`config.mk`:
```
export PLATFORM = sky130hd
export DESIGN_NAME = if_stage
export DESIGN_NICKNAME = d
export VERILOG_FILES = /design/src/rtl/if_pkg.sv /design/src/rtl/if_id_reg.sv /design/src/rtl/if_stage.sv
export SDC_FILE = /design/constraint.sdc
export NUM_CORES = 1
export LEC_CHECK = 0
export CORE_MARGIN = 3
export CORE_UTILIZATION = 50
export CTS_CLUSTER_DIAMETER = 100
export DETAILED_ROUTE_END_ITERATION = 12
export HOLD_SLACK_MARGIN = 0.02
export MAX_ROUTING_LAYER = met4
export PLACE_DENSITY = 0.76
export SLEW_MARGIN = 40
export SYNTH_ARGS = -nofsm -noshare
export SYNTH_HDL_FRONTEND = slang
export SYNTH_HIERARCHICAL = 1
export SYNTH_SLANG_ARGS = --single-unit
```
`constraint.sdc`:
```
create_clock -name clk -period 2.6 [get_ports clk]
set_clock_uncertainty 0.15 [all_clocks]
set_input_delay 0.52 -clock clk [delete_from_list [all_inputs] [get_ports clk]]
set_output_delay 0.52 -clock clk [all_outputs]
set_load 0.01 [all_outputs]
```
`src/rtl/if_pkg.sv`:
```
// Shared definitions for the instruction-fetch stage: reset PC, the bubble
// instruction and the fetch FSM state type.
package if_pkg;

   localparam logic [31:0] RESET_PC = 32'h0000_0000;
   localparam logic [31:0] NOP_INSN = 32'h0000_0013;

   typedef enum logic [1:0] {
      FETCH,
      HOLD,
      DROP
   } if_state_t;

endpackage

```
`src/rtl/if_id_reg.sv`:
```
// IF/ID pipeline register: 32-bit instruction plus 32-bit PC. A bubble
// overrides a load; with neither asserted the register keeps its contents.
module if_id_reg
   import if_pkg::*;
(
   input  logic        clk,
   input  logic        reset,
   input  logic        load,
   input  logic        bubble,
   input  logic [31:0] insn_in,
   input  logic [31:0] pc_in,
   output logic [31:0] insn_out,
   output logic [31:0] pc_out
);

   logic [31:0] insn_d, insn_q;
   logic [31:0] pc_d, pc_q;

   // Next-value selection: a bubble beats a load, otherwise hold.
   always_comb begin
      insn_d = insn_q;
      pc_d   = pc_q;
      if (bubble) begin
         insn_d = NOP_INSN;
         pc_d   = 32'h0000_0000;
      end else if (load) begin
         insn_d = insn_in;
         pc_d   = pc_in;
      end
   end

   // Register update; reset leaves a NOP with PC 0 in the pipeline.
   always_ff @(posedge clk) begin
      if (reset) begin
         insn_q <= NOP_INSN;
         pc_q   <= 32'h0000_0000;
      end else begin
         insn_q <= insn_d;
         pc_q   <= pc_d;
      end
   end

   assign insn_out = insn_q;
   assign pc_out   = pc_q;

endmodule

```
`src/rtl/if_stage.sv`:
```
// Instruction-fetch stage. Owns the PC, talks to instruction memory over a
// req/ack handshake, buffers a fetch that lands during an ID stall and
// retires an in-flight request before following a redirect.
module if_stage
   import if_pkg::*;
(
   input  logic        clk,
   input  logic        reset,
   input  logic        IFWrite,
   input  logic        Branch,
   input  logic        Jump,
   input  logic [31:0] JumpAddr,
   output logic        imem_req,
   output logic [31:0] imem_addr,
   input  logic        imem_ack,
   input  logic [31:0] imem_rdata,
   output logic [31:0] Instruction_id,
   output logic [31:0] PC_id
);

   if_state_t   state_d, state_q;
   logic [31:0] pc_d, pc_q;
   logic [31:0] buf_insn_d, buf_insn_q;
   logic [31:0] buf_pc_d, buf_pc_q;
   logic [31:0] target_d, target_q;

   logic        redirect;
   logic [31:0] target;
   logic        reg_load;
   logic        reg_bubble;
   logic [31:0] reg_insn;
   logic [31:0] reg_pc;

   // A stall always wins over a redirect; targets are forced halfword aligned.
   assign redirect = (Branch | Jump) & IFWrite;
   assign target   = JumpAddr & 32'hFFFF_FFFE;

   // The request address is the PC itself, so it cannot move until pc_q does.
   assign imem_req  = ~reset & (state_q != HOLD);
   assign imem_addr = pc_q;

   // Fetch FSM: decides the next PC, buffer contents and IF/ID update.
   always_comb begin
      state_d    = state_q;
      pc_d       = pc_q;
      buf_insn_d = buf_insn_q;
      buf_pc_d   = buf_pc_q;
      target_d   = target_q;
      reg_load   = 1'b0;
      reg_bubble = 1'b0;
      reg_insn   = imem_rdata;
      reg_pc     = pc_q;
      unique case (state_q)
         FETCH: begin
            if (redirect) begin
               reg_bubble = 1'b1;
               if (imem_ack) begin
                  pc_d = target;
               end else begin
                  target_d = target;
                  state_d  = DROP;
               end
            end else if (imem_ack) begin
               pc_d = pc_q + 32'd4;
               if (IFWrite) begin
                  reg_load = 1'b1;
               end else begin
                  buf_insn_d = imem_rdata;
                  buf_pc_d   = pc_q;
                  state_d    = HOLD;
               end
            end else if (IFWrite) begin
               reg_bubble = 1'b1;
            end
         end
         HOLD: begin
            if (IFWrite) begin
               state_d = FETCH;
               if (redirect) begin
                  reg_bubble = 1'b1;
                  pc_d       = target;
               end else begin
                  reg_load = 1'b1;
                  reg_insn = buf_insn_q;
                  reg_pc   = buf_pc_q;
               end
            end
         end
         DROP: begin
            reg_bubble = IFWrite;
            if (redirect) begin
               target_d = target;
            end
            if (imem_ack) begin
               pc_d    = redirect ? target : target_q;
               state_d = FETCH;
            end
         end
         default: begin
            state_d = FETCH;
         end
      endcase
   end

   // State, PC, stall buffer and pending redirect target.
   always_ff @(posedge clk) begin
      if (reset) begin
         state_q    <= FETCH;
         pc_q       <= RESET_PC;
         buf_insn_q <= NOP_INSN;
         buf_pc_q   <= 32'h0000_0000;
         target_q   <= RESET_PC;
      end else begin
         state_q    <= state_d;
         pc_q       <= pc_d;
         buf_insn_q <= buf_insn_d;
         buf_pc_q   <= buf_pc_d;
         target_q   <= target_d;
      end
   end

   if_id_reg u_if_id_reg (
      .clk      (clk),
      .reset    (reset),
      .load     (reg_load),
      .bubble   (reg_bubble),
      .insn_in  (reg_insn),
      .pc_in    (reg_pc),
      .insn_out (Instruction_id),
      .pc_out   (PC_id)
   );

endmodule
```
==> summary.md <==
For the worst setup path, the data required time is 2.83 ns. Summed over all layers, the routed wires come to 26.4 mm. After clock tree synthesis, the flow added hold-fix buffers numbering 0.

The die is 144 um wide. For the final hold violation count, the log shows 0. The die covers 20700 sq um. 167 I/O pins were placed. The area of the core was 18300 sq um; the reported leakage power was 4.38 nW. The flow ran to the end, and the final reports show no timing, DRC or antenna violations.

The first detailed-routing pass ran for 5 iterations. The area added between synthesis and finish is 30.2%. The tools report the largest buffer count on any clock path as 2.

The proportion of synthesized flip-flops having asynchronous set or reset was 0%; the pin count of the biggest net entering global routing was 65. The congestion estimate from routability-driven global placement came to 0.882. After legalization and detailed placement, the total HPWL measured 18.2 mm. Counting the fill cells in the layout gives 1527. In this design, the largest share of critical-path delay is due to compound AO/OA/AOI/OAI gates. For the number of rows created at floorplan, the log shows 49.

In this run the cell area of the synthesized design comes to 9510 sq um. Traced cell by cell, the critical path runs through inv_1 -> ha_1 -> o21ba_2 -> a2111o_1 -> nor4_2 -> buf_4 -> a22o_1. Counting every net in the synthesized netlist gives 1211. For the final routed database, the setup TNS stands at 0 ns.

The tools report the number of global-route vias before repair as 8538. Counting the buffers created by CTS gives 17. Timing would allow up to 406 MHz.

The largest driver fanout on the critical path works out to 7. The run gives 0 as the remaining number of nets flagged by the antenna check after routing. The most instantiated flip-flop cell in the synthesis netlist was dfxtp_1.

The slew at the pin with the worst max-slew slack was 0.705 ns; the mean number of vias per cell was 5.75. For the total count of max-transition violations in the final report, the log shows 0. The worst setup slack before clock tree synthesis was -0.233 ns; the total power draw was 8.84 mW. On the critical path, the stage with the largest delay is an instance of a2111o_1. STA classifies the critical path endpoint as a register.

After detailed routing, the average wire length per cell comes to 17.0 um. The height of the die was 144 um. For this run, design rule violations remaining after detail routing come to 0. The power density relative to cell area was 714 nW/um^2; the total routing usage reported by global routing was 26.1%. Across all setup checks in the final design, the least slack found is 0.137 ns. The H-tree was split into 4 levels. Clock-pin slew was measured on the worst setup and hold paths at 0.08 ns.

Number of buffers and inverters on the critical path: 2. After the first detailed-routing iteration, the DRC count stood at 686. Cell count after synthesis: 1136. The ratio of cells with drive above 1 in the final layout works out to 15.6%. For this run, the register share of the synthesized area comes to 40.8%. In the finished design, the share of the clock period the worst path needs comes to 94.7%. The tool flagged a number of max-cap violations equal to 0.

The logs give 0.228 ns for the worst hold margin and 2.69 ns for the data arrival time of the worst path. The class of the tightest hold or removal check was primary input to register. The root buffer cell was clkbuf_16. The run gives 0 as the number of antenna violations at the first check in global routing. Setup violations remaining at the end of the flow were counted as 0. The count of input and output buffers is 165, and the number of clock sinks is 194. The first global-routing pass estimated 42.7 mm of wire. The repair_antennas step left the layout with diodes totalling 0. In the final design database the tool counted 1386 nets.

On the worst path, the slowest cell contributes a delay of 0.46 ns. Each instance of the synthesized netlist takes up on average 8.37 sq um. Synthesis inferred 194 register bits. At the later pin of the worst-skew pair, clock insertion delay measures 0.43 ns.

Yosys printed 6 warnings. The peak supply drop came out at 496 uV. By startpoint and endpoint, the worst setup path is classified as register to register.

The number of distinct library cells after synthesis is 74, and the count of vias placed by the detailed router is 8922. TritonCTS built the clock tree. Setup repair after global routing left no endpoint under its margin. The initial standard-cell utilization of the core is 51.9%.

The final period demand of the worst path came out at 2.46 ns. The startpoint kind of the worst setup timing path is a register. Count of flip-flops with a built-in enable after synthesis: 0. Summed over all layers, the global routing overflow is 0. The worst pin sits at a relative slew slack of 53.0%.
## power by group
group	internal [mW]	switching, mW	leakage (nW)
Sequential	3.23	0.302	1.58
Combinational	1.27	1.43	2.51
Clock	1.34	1.28	0.294
Total	5.83	3.01	4.38
## through the flow
step           cells  utilization, %  area [sq um]
5_1_grt         1553            67.6         12400
3_5_place_dp    1521            64.3         11800
6_report        1553            67.6         12400
2_1_floorplan   1136               -          9510
3_3_place_gp    1521            64.3         11800
4_1_cts         1553            67.5         12400
## timing repair
action / in CTS / in global routing
endpoints found under the hold margin: 0 / 0
resized for setup: 2 / 1
pin swaps: 0 / 0
buffers inserted: 0 / 0
setup endpoints to repair: 1 / 4
## placed cells by master, fill, tap and decap left out, types with 5 or more instances in the layout
cell and count:
a211o_1 5, a211oi_1 6, a21o_1 5, a21oi_1 120, a22oi_1 8, a31oi_1 7
buf_12 15, buf_4 68, clkbuf_16 17, clkdlybuf4s50_1 163, dfxtp_1 193, ha_1 5
inv_1 7, inv_8 5, mux2_2 61, mux2i_1 73, nand2_1 250, nand3_1 33
nand4_1 13, nor2_1 90, nor3_1 15, o211ai_1 7, o21a_1 6, o21ai_0 27
o31ai_1 5, or3_1 6
## synth_stat cells, drive strengths merged (4+ instances only)
library cell | number | area [sq um]
a31oi | 7 | 43.8
a311oi | 4 | 35.0
nor3 | 16 | 85.1
dfxtp | 194 | 3880
clkbuf | 45 | 169
a32o | 4 | 40.0
buf | 46 | 327
nor2 | 98 | 385
o31ai | 5 | 37.5
a211oi | 7 | 57.6
nand2b | 4 | 25.0
nand2 | 251 | 945
mux2 | 62 | 698
a211o | 5 | 43.8
a31o | 4 | 35.0
o211ai | 7 | 52.6
o21a | 6 | 45.0
a22oi | 8 | 60.1
xor2 | 4 | 35.0
a21o | 5 | 37.5
o21ai | 30 | 154
inv | 7 | 26.3
nor4 | 7 | 101
mux2i | 73 | 731
nand3 | 35 | 193
o32ai | 6 | 67.6
a21oi | 121 | 606
nand4 | 14 | 93.8
and3 | 4 | 25.0
nand3b | 4 | 30.0
or3 | 6 | 37.5
ha | 5 | 62.6
## cell families (layout without fill, tap and decap cells)
logic type | Yosys count | after routing | share of synthesized area, %
DFF | 194 | 194 | 40.8
AOI/OAI and AO/OA | 242 | 242 | 16.0
adders and majority gates | 5 | 5 | 0.658
buffers and inverters | 100 | 288 | 5.57
and+or+nand+nor | 453 | 453 | 21.2
muxes | 135 | 135 | 15.0
xor gates and xnor gates | 7 | 7 | 0.645
## final cells by class
type	count	area (sq um)	share of cell area (%)
repair buffers	247	2450	19.8
clock buffers	19	453	3.66
well taps	229	287	2.31
inverters	9	33.8	0.273
flip-flops and latches	194	3880	31.4
clock inverters	13	138	1.11
multi-input cells	842	5140	41.5
## worst register-to-register path, stage by stage, from the launching register on
cell and delay [ns]:
dfxtp_1 0.41, inv_1 0.11, ha_1 0.29, o21ba_2 0.23, a2111o_1 0.46, nor4_2 0.46, buf_4 0.19, a22o_1 0.12
## worst paths after layout
path	slack [ns]	end	start	depth (start not counted)
setup / recovery	0.14	imem_addr[12]	state_q[0]	7
hold / removal	0.23	target_q[22]	reset	2
setup reg to reg	0.14	imem_addr[12]	state_q[0]	7
hold reg to reg	0.30	buf_insn_q[6]	buf_insn_q[6]	2
## state kept, by name (all words and copies together), names as in the netlist
register / flops
target_q: 32
u_if_id_reg/insn_out: 32
u_if_id_reg/pc_out: 32
state_q: 2
buf_insn_q: 32
buf_pc_q: 32
imem_addr: 32
## layer usage
layer  part of all wire (%)  wire length (um)  GRT usage (%)  vias to the layer above
met2                     49             12800           42.0                      282
li1                       -                 -              -                     4324
met1                     44             11500           33.1                     4264
met4                    2.5               656           9.17                        0
met5                      0                 0              -                        -
met3                    5.4              1440           4.89                       52
No activity file was read; power rests on OpenSTA's default activity.
